`config.mk`:
```
export PLATFORM = sky130hd
export DESIGN_NAME = execute_stage_p_flat
export DESIGN_NICKNAME = d
export VERILOG_FILES = /design/src/rtl/execute_stage_p_pkg.sv /design/src/rtl/execute_stage_p_if.sv /design/src/rtl/execute_stage_p_fwd_mux.sv /design/src/rtl/execute_stage_p.sv /design/src/flat_wrapper.sv
export SDC_FILE = /design/constraint.sdc
export NUM_CORES = 1
export LEC_CHECK = 0
export CORE_UTILIZATION = 50
export DETAILED_ROUTE_END_ITERATION = 12
export GPL_TIMING_DRIVEN = 1
export PLACE_DENSITY_LB_ADDON = 0.15
export SETUP_SLACK_MARGIN = 0.05
export SYNTH_ARGS = -nofsm -noshare
export SYNTH_HDL_FRONTEND = slang
export SYNTH_SLANG_ARGS = --single-unit
```
`constraint.sdc`:
```
create_clock -name clk -period 6.6 [get_ports clk]
set_input_delay 0.66 -clock clk [delete_from_list [all_inputs] [get_ports clk]]
set_output_delay 0.66 -clock clk [all_outputs]
set_load 0.005 [all_outputs]
```
`src/rtl/execute_stage_p_pkg.sv`:
```
// Shared encodings for the execute stage: ALU ops, conditions,
// CCR bit positions and the multiply sequencer states.
package execute_stage_p_pkg;

  localparam logic [2:0] OP_ADD   = 3'd0;
  localparam logic [2:0] OP_NAND  = 3'd1;
  localparam logic [2:0] OP_SUB   = 3'd2;
  localparam logic [2:0] OP_PASSB = 3'd3;
  localparam logic [2:0] OP_MUL   = 3'd4;

  localparam logic [1:0] COND_ALWAYS = 2'd0;
  localparam logic [1:0] COND_C      = 2'd1;
  localparam logic [1:0] COND_Z      = 2'd2;
  localparam logic [1:0] COND_NEVER  = 2'd3;

  localparam int CCR_Z = 1;
  localparam int CCR_C = 0;

  typedef enum logic {
    IDLE,
    MUL
  } state_e;

  function automatic logic cond_pass(
    input logic [1:0] cond,
    input logic [1:0] ccr
  );
    logic p;
    unique case (cond)
      COND_ALWAYS: p = 1'b1;
      COND_C:      p = ccr[CCR_C];
      COND_Z:      p = ccr[CCR_Z];
      default:     p = 1'b0;
    endcase
    return p;
  endfunction

endpackage

```
`src/rtl/execute_stage_p_if.sv`:
```
// Issue-side and EX/MEM-side signal bundle of the execute stage.
// master drives instructions in; slave is the stage itself.
interface execute_stage_p_if #(
  parameter int WIDTH = 16,
  parameter int NFWD  = 4,
  parameter int SELW  = $clog2(NFWD + 1)
) ();

  logic              in_valid;
  logic              in_ready;
  logic              flush;
  logic [2:0]        op;
  logic [1:0]        cond;
  logic              ccr_en;
  logic              wb_en_in;
  logic [WIDTH-1:0]  rf_out1;
  logic [WIDTH-1:0]  rf_out2;
  logic [WIDTH-1:0]  simm;
  logic              src1_imm;
  logic              src2_imm;
  logic [SELW-1:0]   fwd_sel1;
  logic [SELW-1:0]   fwd_sel2;
  logic [NFWD*WIDTH-1:0] fwd_data;
  logic [WIDTH-1:0]  pc_plus1;
  logic              ra_sel;
  logic              out_ready;
  logic              out_valid;
  logic [WIDTH-1:0]  alu_out;
  logic [WIDTH-1:0]  ra_out;
  logic              wb_en;
  logic [1:0]        ccr;
  logic              busy;

  modport master (
    output in_valid, flush, op, cond, ccr_en, wb_en_in,
    output rf_out1, rf_out2, simm, src1_imm, src2_imm,
    output fwd_sel1, fwd_sel2, fwd_data, pc_plus1, ra_sel,
    output out_ready,
    input  in_ready, out_valid, alu_out, ra_out, wb_en, ccr, busy
  );

  modport slave (
    input  in_valid, flush, op, cond, ccr_en, wb_en_in,
    input  rf_out1, rf_out2, simm, src1_imm, src2_imm,
    input  fwd_sel1, fwd_sel2, fwd_data, pc_plus1, ra_sel,
    input  out_ready,
    output in_ready, out_valid, alu_out, ra_out, wb_en, ccr, busy
  );

endinterface

```
`src/rtl/execute_stage_p_fwd_mux.sv`:
```
// Forwarding operand select: 0 (or out of range) passes the
// register/immediate value, k picks forwarding slot k-1.
module fwd_mux_p #(
  parameter int WIDTH = 16,
  parameter int NFWD  = 4,
  parameter int SELW  = $clog2(NFWD + 1)
) (
  input  logic [SELW-1:0]       sel_i,
  input  logic [NFWD*WIDTH-1:0] data_i,
  input  logic [WIDTH-1:0]      mux_i,
  output logic [WIDTH-1:0]      y_o
);

  always_comb begin
    y_o = mux_i;
    for (int k = 1; k <= NFWD; k++) begin
      if (sel_i == SELW'(k)) y_o = data_i[(k-1)*WIDTH +: WIDTH];
    end
  end

endmodule

```
`src/rtl/execute_stage_p.sv`:
```
// Execute stage: operand select, conditional execute, single-cycle
// ALU, iterative shift-add multiply and a registered EX/MEM slot.
module execute_stage_p
  import execute_stage_p_pkg::*;
#(
  parameter int WIDTH = 16,
  parameter int NFWD  = 4,
  parameter int SELW  = $clog2(NFWD + 1)
) (
  input logic              clk,
  input logic              reset,
  execute_stage_p_if.slave bus
);

  localparam int CW = $clog2(WIDTH + 1);

  logic [WIDTH-1:0] mux1, mux2, opa, opb, ra_sel_v;

  state_e            state_q, state_d;
  logic              out_valid_q, out_valid_d;
  logic              wb_en_q, wb_en_d;
  logic [WIDTH-1:0]  alu_q, alu_d, ra_q, ra_d;
  logic [1:0]        ccr_q, ccr_d;

  logic [2*WIDTH-1:0] ma_q, ma_d, acc_q, acc_d;
  logic [2*WIDTH-1:0] acc_step, prod;
  logic [WIDTH-1:0]   mb_q, mb_d, mra_q, mra_d;
  logic [CW-1:0]      cnt_q, cnt_d;
  logic               mpass_q, mpass_d;
  logic               mccr_q, mccr_d;
  logic               mwb_q, mwb_d;

  logic busy, slot_free, in_rdy, accept, is_mul, pass;
  logic load_s, load_m, mul_done;

  logic [WIDTH:0]   sum, diff;
  logic [WIDTH-1:0] res;
  logic             rz, rc, wz, wc;

  assign mux1 = bus.src1_imm ? bus.simm : bus.rf_out1;
  assign mux2 = bus.src2_imm ? bus.simm : bus.rf_out2;

  fwd_mux_p #(.WIDTH(WIDTH), .NFWD(NFWD), .SELW(SELW)) u_fwd1 (
    .sel_i  (bus.fwd_sel1),
    .data_i (bus.fwd_data),
    .mux_i  (mux1),
    .y_o    (opa)
  );

  fwd_mux_p #(.WIDTH(WIDTH), .NFWD(NFWD), .SELW(SELW)) u_fwd2 (
    .sel_i  (bus.fwd_sel2),
    .data_i (bus.fwd_data),
    .mux_i  (mux2),
    .y_o    (opb)
  );

  assign ra_sel_v  = bus.ra_sel ? opa : bus.pc_plus1;
  assign busy      = (state_q == MUL);
  assign slot_free = !out_valid_q || bus.out_ready;
  assign in_rdy    = reset && !busy && slot_free && !bus.flush;
  assign accept    = bus.in_valid && in_rdy;
  assign is_mul    = (bus.op == OP_MUL);
  assign pass      = cond_pass(bus.cond, ccr_q);
  assign load_s    = accept && !is_mul;

  // The final shift-add step is folded into the slot load.
  assign acc_step = acc_q + (mb_q[0] ? ma_q : '0);
  assign prod     = (cnt_q == '0) ? acc_q : acc_step;
  assign mul_done = (cnt_q <= CW'(1));
  assign load_m   = busy && mul_done && slot_free && !bus.flush;

  assign sum  = {1'b0, opa} + {1'b0, opb};
  assign diff = {1'b0, opa} - {1'b0, opb};

  always_comb begin
    res = opb;
    rc  = 1'b0;
    wz  = 1'b0;
    wc  = 1'b0;
    unique case (1'b1)
      bus.op == OP_ADD: begin
        res = sum[WIDTH-1:0];
        rc  = sum[WIDTH];
        wz  = 1'b1;
        wc  = 1'b1;
      end
      bus.op == OP_NAND: begin
        res = ~(opa & opb);
        wz  = 1'b1;
      end
      bus.op == OP_SUB: begin
        res = diff[WIDTH-1:0];
        rc  = diff[WIDTH];
        wz  = 1'b1;
        wc  = 1'b1;
      end
      default: ;
    endcase
    rz = (res == '0);
  end

  always_comb begin
    state_d     = state_q;
    out_valid_d = out_valid_q;
    alu_d       = alu_q;
    ra_d        = ra_q;
    wb_en_d     = wb_en_q;
    ccr_d       = ccr_q;
    ma_d        = ma_q;
    mb_d        = mb_q;
    acc_d       = acc_q;
    cnt_d       = cnt_q;
    mpass_d     = mpass_q;
    mccr_d      = mccr_q;
    mwb_d       = mwb_q;
    mra_d       = mra_q;

    if (load_s || load_m) out_valid_d = 1'b1;
    else if (bus.out_ready) out_valid_d = 1'b0;

    if (load_s) begin
      alu_d   = res;
      ra_d    = ra_sel_v;
      wb_en_d = bus.wb_en_in && pass;
      if (bus.ccr_en && pass) begin
        if (wz) ccr_d[CCR_Z] = rz;
        if (wc) ccr_d[CCR_C] = rc;
      end
    end

    if (accept && is_mul) begin
      state_d = MUL;
      ma_d    = {{WIDTH{1'b0}}, opa};
      mb_d    = opb;
      acc_d   = '0;
      cnt_d   = CW'(WIDTH);
      mpass_d = pass;
      mccr_d  = bus.ccr_en;
      mwb_d   = bus.wb_en_in;
      mra_d   = ra_sel_v;
    end

    if (busy && cnt_q != '0) begin
      acc_d = acc_step;
      ma_d  = ma_q << 1;
      mb_d  = mb_q >> 1;
      cnt_d = cnt_q - CW'(1);
    end

    if (load_m) begin
      state_d = IDLE;
      alu_d   = prod[WIDTH-1:0];
      ra_d    = mra_q;
      wb_en_d = mwb_q && mpass_q;
      if (mccr_q && mpass_q) begin
        ccr_d[CCR_Z] = (prod[WIDTH-1:0] == '0);
        ccr_d[CCR_C] = (prod[2*WIDTH-1:WIDTH] != '0);
      end
    end

    if (bus.flush) begin
      out_valid_d = 1'b0;
      state_d     = IDLE;
    end
  end

  always_ff @(posedge clk) begin
    if (!reset) begin
      state_q     <= IDLE;
      out_valid_q <= 1'b0;
      alu_q       <= '0;
      ra_q        <= '0;
      wb_en_q     <= 1'b0;
      ccr_q       <= 2'b00;
      ma_q        <= '0;
      mb_q        <= '0;
      acc_q       <= '0;
      cnt_q       <= '0;
      mpass_q     <= 1'b0;
      mccr_q      <= 1'b0;
      mwb_q       <= 1'b0;
      mra_q       <= '0;
    end else begin
      state_q     <= state_d;
      out_valid_q <= out_valid_d;
      alu_q       <= alu_d;
      ra_q        <= ra_d;
      wb_en_q     <= wb_en_d;
      ccr_q       <= ccr_d;
      ma_q        <= ma_d;
      mb_q        <= mb_d;
      acc_q       <= acc_d;
      cnt_q       <= cnt_d;
      mpass_q     <= mpass_d;
      mccr_q      <= mccr_d;
      mwb_q       <= mwb_d;
      mra_q       <= mra_d;
    end
  end

  assign bus.in_ready  = in_rdy;
  assign bus.out_valid = out_valid_q;
  assign bus.alu_out   = alu_q;
  assign bus.ra_out    = ra_q;
  assign bus.wb_en     = wb_en_q;
  assign bus.ccr       = ccr_q;
  assign bus.busy      = busy;

endmodule

```
`src/flat_wrapper.sv`:
```
// flat-port wrapper written by rule: the top's interface ports become plain ports
module execute_stage_p_flat import execute_stage_p_pkg::*;
#(
  parameter int WIDTH = 16,
  parameter int NFWD  = 4,
  parameter int SELW  = $clog2(NFWD + 1)
)
  (clk, reset, bus_in_valid, bus_flush, bus_op, bus_cond, bus_ccr_en, bus_wb_en_in, bus_rf_out1, bus_rf_out2, bus_simm, bus_src1_imm, bus_src2_imm, bus_fwd_sel1, bus_fwd_sel2, bus_fwd_data, bus_pc_plus1, bus_ra_sel, bus_out_ready, bus_in_ready, bus_out_valid, bus_alu_out, bus_ra_out, bus_wb_en, bus_ccr, bus_busy);
  execute_stage_p_if #(.WIDTH(WIDTH), .NFWD(NFWD), .SELW(SELW)) bus_i ();
  input logic clk;
  input logic reset;
  input wire logic [$bits(bus_i.in_valid)-1:0] bus_in_valid;
  input wire logic [$bits(bus_i.flush)-1:0] bus_flush;
  input wire logic [$bits(bus_i.op)-1:0] bus_op;
  input wire logic [$bits(bus_i.cond)-1:0] bus_cond;
  input wire logic [$bits(bus_i.ccr_en)-1:0] bus_ccr_en;
  input wire logic [$bits(bus_i.wb_en_in)-1:0] bus_wb_en_in;
  input wire logic [$bits(bus_i.rf_out1)-1:0] bus_rf_out1;
  input wire logic [$bits(bus_i.rf_out2)-1:0] bus_rf_out2;
  input wire logic [$bits(bus_i.simm)-1:0] bus_simm;
  input wire logic [$bits(bus_i.src1_imm)-1:0] bus_src1_imm;
  input wire logic [$bits(bus_i.src2_imm)-1:0] bus_src2_imm;
  input wire logic [$bits(bus_i.fwd_sel1)-1:0] bus_fwd_sel1;
  input wire logic [$bits(bus_i.fwd_sel2)-1:0] bus_fwd_sel2;
  input wire logic [$bits(bus_i.fwd_data)-1:0] bus_fwd_data;
  input wire logic [$bits(bus_i.pc_plus1)-1:0] bus_pc_plus1;
  input wire logic [$bits(bus_i.ra_sel)-1:0] bus_ra_sel;
  input wire logic [$bits(bus_i.out_ready)-1:0] bus_out_ready;
  output wire logic [$bits(bus_i.in_ready)-1:0] bus_in_ready;
  output wire logic [$bits(bus_i.out_valid)-1:0] bus_out_valid;
  output wire logic [$bits(bus_i.alu_out)-1:0] bus_alu_out;
  output wire logic [$bits(bus_i.ra_out)-1:0] bus_ra_out;
  output wire logic [$bits(bus_i.wb_en)-1:0] bus_wb_en;
  output wire logic [$bits(bus_i.ccr)-1:0] bus_ccr;
  output wire logic [$bits(bus_i.busy)-1:0] bus_busy;
  assign bus_i.in_valid = bus_in_valid;
  assign bus_i.flush = bus_flush;
  assign bus_i.op = bus_op;
  assign bus_i.cond = bus_cond;
  assign bus_i.ccr_en = bus_ccr_en;
  assign bus_i.wb_en_in = bus_wb_en_in;
  assign bus_i.rf_out1 = bus_rf_out1;
  assign bus_i.rf_out2 = bus_rf_out2;
  assign bus_i.simm = bus_simm;
  assign bus_i.src1_imm = bus_src1_imm;
  assign bus_i.src2_imm = bus_src2_imm;
  assign bus_i.fwd_sel1 = bus_fwd_sel1;
  assign bus_i.fwd_sel2 = bus_fwd_sel2;
  assign bus_i.fwd_data = bus_fwd_data;
  assign bus_i.pc_plus1 = bus_pc_plus1;
  assign bus_i.ra_sel = bus_ra_sel;
  assign bus_i.out_ready = bus_out_ready;
  assign bus_in_ready = bus_i.in_ready;
  assign bus_out_valid = bus_i.out_valid;
  assign bus_alu_out = bus_i.alu_out;
  assign bus_ra_out = bus_i.ra_out;
  assign bus_wb_en = bus_i.wb_en;
  assign bus_ccr = bus_i.ccr;
  assign bus_busy = bus_i.busy;
  execute_stage_p #(.WIDTH(WIDTH), .NFWD(NFWD), .SELW(SELW)) u_core (.clk(clk), .reset(reset), .bus(bus_i));
endmodule
```
==> flow_summary.yaml, run 1 <==
status:
  status: "finished clean"
place:
  dp_hpwl_mm: 31.9
  portBuffers: 186
  gp_congestion: 0.916
logic_synthesis:
  synth_most_common_cell: "nand2_1"
  synthCells: 1617
  synth-edff-count: 0
  syn-cell-area_mm2: 0.0120
  synth_nets: 1829
  synth_commonest_cells: "nand2_1, dfxtp_1, o21ai_0"
  ys_seq_area_share_pct: 23.4
  ys_types: 86
  yosysTopAreaCell: "dfxtp_1"
  synth.avg_cell_area_um2: 7.45
  ys_ff_latch: 141
  async_reset_ff_share_pct: 0
  ys.warnings.count: 0
  ys_top_cells_by_area: "dfxtp_1, ha_1, nand2_1"
  synth_top_area_share_pct: 23.4
  ys.flop_type: "dfxtp_1"
detailed_routing:
  dr.pass1.iters: 5
  drc_errors: 0
  drtIter0Drc: 1249
  routed_wl_mm: 42.4
  via_per_inst: 6.14
  via_count: 12800
  postRouteAntennaNets: 0
  wl_per_cell_um: 20.4
timing:
  period_minus_slack_ps: 5620
  slew_headroom_pct: 29.7
  fmax_mhz: 178
  rsz0062_at_grt: "no"
  worst_pin_slew_ps: 1050
  finalMaxSlewViolations: 0
  period_share_pct: 85.2
  hold_viol_final: 0
  finalSetupTns_ps: 0
  finalClockSkew_ps: 11.2
  setup_viol: 0
clock_tree:
  cts_resized: 0
  cts-root-to-sink-buffers: 2
  clk_pin_slew_ps: 60
  htreeDepth: 4
  cts_tree: "yes"
  clk-insertion-delay-late_ps: 430
  post_cts_buffers: 0
  root_buffer: "clkbuf_16"
  cts_sinks: 141
  postCtsHoldBufs: 0
  cts_buffers: 17
worst_setup_path:
  endpoint_kind: "register"
  cp_max_fo: 21
  worstPathRequired_ps: 6940
  arrival_ps: 5960
  worstRegToRegCells: 14
  crit_type: "in2reg"
  start_kind: "input pin"
pwr:
  swShare_pct: 33.6
  p_total_mw: 2.81
  p_switching_uw: 944
  cellLeakagePower_nw: 5.90
  power_density_mw_per_mm2: 190
  p_comb_share_pct: 32.4
  peakVddDrop_uv: 149
  seqPwrFrac_pct: 31.1
  p_int_mw: 1.86
  p_clk_share_pct: 36.5
final_layout:
  fin_util_pct: 62.7
  drive_above_1_share_pct: 6.81
  fillCellCount: 2117
  nets: 1961
  seq_area_mm2: 0.00282
  area_delta_synth_final_pct: 22.5
  multi_input_area_mm2: 0.00853
global_route:
  grt_pass1_vias: 11700
  grt_max_degree: 74
  grt_pass1_wl_mm: 64.8
  grt_antenna_before_repair: 3
  overflow: 0
  grt_usage_pct: 34.1
die:
  rows: 56
  die_w_um: 157
  core-area_mm2: 0.0235
  dieArea_mm2: 0.0247
  io_pins: 187
  dieHeight_um: 157
  start_util_pct: 51.2
hold_path:
  hold_class: "reg2reg"
  min_path_cells: 2
job:
  cap_violations: 0
registers in the layout, indices dropped and copies added, names as in the netlist:
signal	count
u_core.bus.alu_out	16
u_core.bus.out_valid	1
u_core.mb_q	16
u_core.bus.wb_en	1
u_core.cnt_q	5
u_core.mccr_q	1
u_core.acc_q	32
u_core.mwb_q	1
u_core.mra_q	16
u_core.mpass_q	1
u_core.bus.ra_out	16
u_core.bus.ccr	2
u_core.bus.busy	1
u_core.ma_q	32
worst max-delay path: stages:
cell             delay [ps]
clkdlybuf4s50_1         690
buf_4                   360
or3b_1                  500
o221ai_1                800
ha_1                    300
inv_1                    60
fa_1                    470
nand2_1                 120
o221ai_1                120
nand2_1                 120
o211a_1                 270
o21ai_0                 240
a21oi_1                 250
o21bai_1                110
a2111oi_0               460
o21ai_0                 220
a41oi_1                 200
through the flow:
stage / area (um^2) / hold WS, ps / instances / setup slack (ps)
floorplan: 12000 / 444 / 1617 / 1450
finish: 14800 / 469 / 2082 / 977
CTS: 14800 / 469 / 2081 / 1130
global route: 14800 / 493 / 2081 / 739
global placement: 14100 / 454 / 2049 / 873
detailed placement: 14100 / 460 / 2049 / 708
cells in the final DEF, fill, tap and decap left out, types with 42 or more instances in the layout:
cell type        Yosys  layout
inv_1               56      56
dfxtp_1            141     141
nor2_1             112     109
and2_1              77      76
nand3_1             57      57
a22oi_1             45      45
clkdlybuf4s50_1      0     185
buf_4                6      42
a21oi_1            113     113
o21ai_0            126     126
ha_1                60      60
nand2_1            185     184
a21boi_0            64      64
mux2i_1             59      59
cell families after synthesis:
kind of cell / after synthesis / share of synthesized area (%)
simple gates: 553 / 22.2
xor+xnor: 54 / 4.05
compound gates: 558 / 31.2
mux: 76 / 6.49
buf+inv: 171 / 5.87
flops: 141 / 23.4
fa+ha+maj: 64 / 6.82
final cells by class:
class	instances	area share, %
antenna	1	0.0170
clock buffer	19	3.00
clock inverter	13	1.20
inverter	57	1.45
multi-input combinational	1305	57.8
sequential	141	19.1
tap	319	2.70
timing repair buffer	227	14.7
final timing paths:
check	from	to	slack, ps
max	bus_fwd_sel1[1]	u_core.bus.ccr[0]$_SDFF_PN0_	980
min	u_core.mwb_q$_SDFFE_PN0P_	u_core.mwb_q$_SDFFE_PN0P_	470
min reg2reg	u_core.mwb_q$_SDFFE_PN0P_	u_core.mwb_q$_SDFFE_PN0P_	470
max reg2reg	u_core.mb_q[0]$_SDFFE_PN0P_	u_core.bus.ccr[0]$_SDFF_PN0_	1920
power by group through the flow:
stage | clock network [mW] | registers [mW] | logic (mW)
global placement | 0 | 0.891 | 0.882
finish | 1.02 | 0.873 | 0.910
detailed placement | 0 | 0.891 | 0.884
global route | 1.07 | 0.873 | 0.977
CTS | 1.03 | 0.872 | 0.889
floorplan | 0 | 0.888 | 0.568
per-layer routing:
| layer | part of all wire [%] | global-route usage [%] |
|---|---|---|
| met5 | 0.031 | 0 |
| met4 | 3.3 | 12.8 |
| met3 | 8.8 | 7.60 |
| met2 | 44 | 53.4 |
| met1 | 44 | 45.4 |
No activity file was read; power rests on OpenSTA's default activity.
==> run 2, diff against run 1 <==
- CORE_MARGIN: not set -> 4
- SYNTH_HIERARCHICAL: not set -> 1
==> run 2 against run 1 <==
Sequential share of layout area decreased by 0.16 points; count of clock-buffer cells in the layout down 2; critical endpoint is now u_core/bus.ccr[1]$_SDFF_PN0_; largest cell class unchanged; clock skew hardly changed; non-clock buffer count down 17; die area increased by 11%; sequential power about the same; power shrank 4.4%; sequential cell count stayed put; final cell count rose by 1.2%; worst setup slack gained 410 ps; synthesized cell count grew 2.8%.
==> flow_summary.yaml, run 2 <==
status:
  status: "finished clean"
final_layout:
  n_antenna_cell: 0
  drive_above_1_share_pct: 7.17
  nets: 1989
  finalInstanceArea_mm2: 0.0149
  top_regs: "u_core/acc_q (32), u_core/ma_q (32)"
  mostFrequentLayoutCells: "clkdlybuf4s50_1, nor2_1, nand2_1"
  area_delta_synth_final_pct: 20.3
  fin_util_pct: 61.2
  final_common_cell: "clkdlybuf4s50_1"
place:
  place_area_mm2: 0.0143
  gp_congestion: 0.967
  dp_hpwl_mm: 35.5
  portBuffers: 186
detailed_routing:
  drc_errors: 0
  postRouteAntennaNets: 0
  wl_per_cell_um: 22.9
  via_per_inst: 6.55
  dr.pass1.iters: 8
  via_count: 13800
  routed_wl_mm: 48.3
  drtIter0Drc: 1904
pwr:
  p_switching_uw: 968
  swShare_pct: 36.1
  peakVddDrop_uv: 142
  seqPwrFrac_pct: 32.5
  cellLeakagePower_nw: 5.47
  power_density_mw_per_mm2: 180
  p_int_mw: 1.72
  p_total_mw: 2.68
  p_clk_share_pct: 36.1
  p_comb_share_pct: 31.4
worst_setup_path:
  arrival_ps: 5580
  worstPathRequired_ps: 6970
  start_kind: "input pin"
  endpoint_kind: "register"
  crit_type: "in2reg"
  cp_max_fo: 19
timing:
  hold_viol_final: 0
  finalSetupTns_ps: 0
  period_share_pct: 79.0
  finalMaxSlewViolations: 0
  setup_viol: 0
  fmax_mhz: 192
  rsz0062_at_grt: "no"
  worst_pin_slew_ps: 1260
  period_minus_slack_ps: 5220
  slew_headroom_pct: 15.9
  finalClockSkew_ps: 11.4
logic_synthesis:
  ys_top_cells_by_area: "dfxtp_1, ha_1, nor2_1"
  ys_ff_latch: 141
  async_reset_ff_share_pct: 0
  synth_commonest_cells: "nor2_1, nand2_1, dfxtp_1"
  ys.flop_type: "dfxtp_1"
  syn-cell-area_mm2: 0.0124
  yosysTopAreaCell: "dfxtp_1"
  synth_nets: 1881
  synth_top_area_share_pct: 22.8
  synth-edff-count: 0
  ys.warnings.count: 6
  synth_most_common_cell: "nor2_1"
  ys_types: 90
  synth.avg_cell_area_um2: 7.44
  ys_seq_area_share_pct: 22.8
  synthCells: 1663
global_route:
  grt_pass1_vias: 12600
  grt_usage_pct: 34.2
  overflow: 0
  grt_max_degree: 74
  grt_pass1_wl_mm: 72.8
  grt_antenna_before_repair: 2
clock_tree:
  postCtsHoldBufs: 0
  cts_sinks: 141
  cts_tree: "yes"
  cts_resized: 0
  cts_buffers: 17
  htreeDepth: 4
  clk-insertion-delay-late_ps: 430
  root_buffer: "clkbuf_16"
  clk_pin_slew_ps: 70
  cts-root-to-sink-buffers: 2
  post_cts_buffers: 0
die:
  core-area_mm2: 0.0243
  io_pins: 187
  start_util_pct: 50.9
  dieHeight_um: 165
  dieArea_mm2: 0.0273
  die_w_um: 165
  rows: 57
job:
  cap_violations: 0
hold_path:
  hold_class: "reg2reg"
-- run 2: cell types whose count changed after synthesis, moves of 32 or more --
cell / before / now
or3_1: 9 / 44
and2_1: 77 / 45
a21boi_0: 64 / 1
nor2_1: 112 / 168
nor3_1: 18 / 64
a32o_1: 0 / 33
-- run 2: final timing paths --
kind              slack [ps]                   startpoint                            to  depth (start not counted)
hold reg to reg          460  u_core/mb_q[9]$_SDFFE_PN0P_   u_core/mb_q[9]$_SDFFE_PN0P_                          2
hold / removal           460  u_core/mb_q[9]$_SDFFE_PN0P_   u_core/mb_q[9]$_SDFFE_PN0P_                          2
setup reg to reg        2400  u_core/mb_q[0]$_SDFFE_PN0P_  u_core/bus.ccr[0]$_SDFF_PN0_                         13
setup / recovery        1380              bus_fwd_sel1[2]  u_core/bus.ccr[1]$_SDFF_PN0_                         15
-- run 2: logic make-up (layout without fill, tap and decap cells) --
| logic type | after synthesis | after routing | share of synthesized area (%) |
|---|---|---|---|
| AND/OR/NAND/NOR | 632 | 632 | 25.1 |
| AO/OA/AOI/OAI | 534 | 534 | 29.6 |
| multiplexers | 85 | 85 | 7.24 |
| XOR/XNOR | 32 | 32 | 2.27 |
| buffers and inverters | 170 | 291 | 5.83 |
| flip-flops | 141 | 141 | 22.8 |
| adder cells (fa/ha/maj) | 69 | 69 | 7.16 |
-- run 2: cell type report --
class,count,area [um^2]
fillers,2249,9440
multi-input cells,1352,8850
flip-flops and latches,141,2820
repair buffers,210,2030
clock buffers,17,425
well taps,324,405
inverters,49,185
clock inverters,15,163
-- run 2: power groups by stage --
stage               sequential, mW  combinational, mW  clock, mW
floorplan                    0.889              0.512          0
global placement             0.891              0.815          0
detailed placement           0.891              0.814          0
CTS                          0.872              0.820      0.980
global route                 0.873              0.903       1.02
finish                       0.872              0.843      0.968
-- run 2: worst max-delay path: stages --
cell and delay, ps:
clkdlybuf4s50_1 830, nor3b_4 740, a32o_1 350, inv_1 100, ha_1 220, fa_1 400, nand2b_1 210, a21oi_1 520
o21ai_0 290, a211oi_1 310, xnor2_1 150, o21ai_0 160, nor4_1 330, nand4_1 150, o21ai_2 150
-- run 2: routing by layer --
layer  part of all wire [%]  track usage, %  routed length, um
met4                    3.3            11.3               1610
met3                     12            8.66               5650
met5                  0.027               0                 13
met2                     42            50.3              20200
met1                     43            48.7              20800
-- run 2: per-stage QoR --
stage	hold slack, ps	worst slack [ps]	cells
CTS	455	1490	2108
global placement	442	1090	2076
global route	478	1070	2108
finish	456	1380	2108
detailed placement	446	1070	2076
floorplan	434	2150	1663
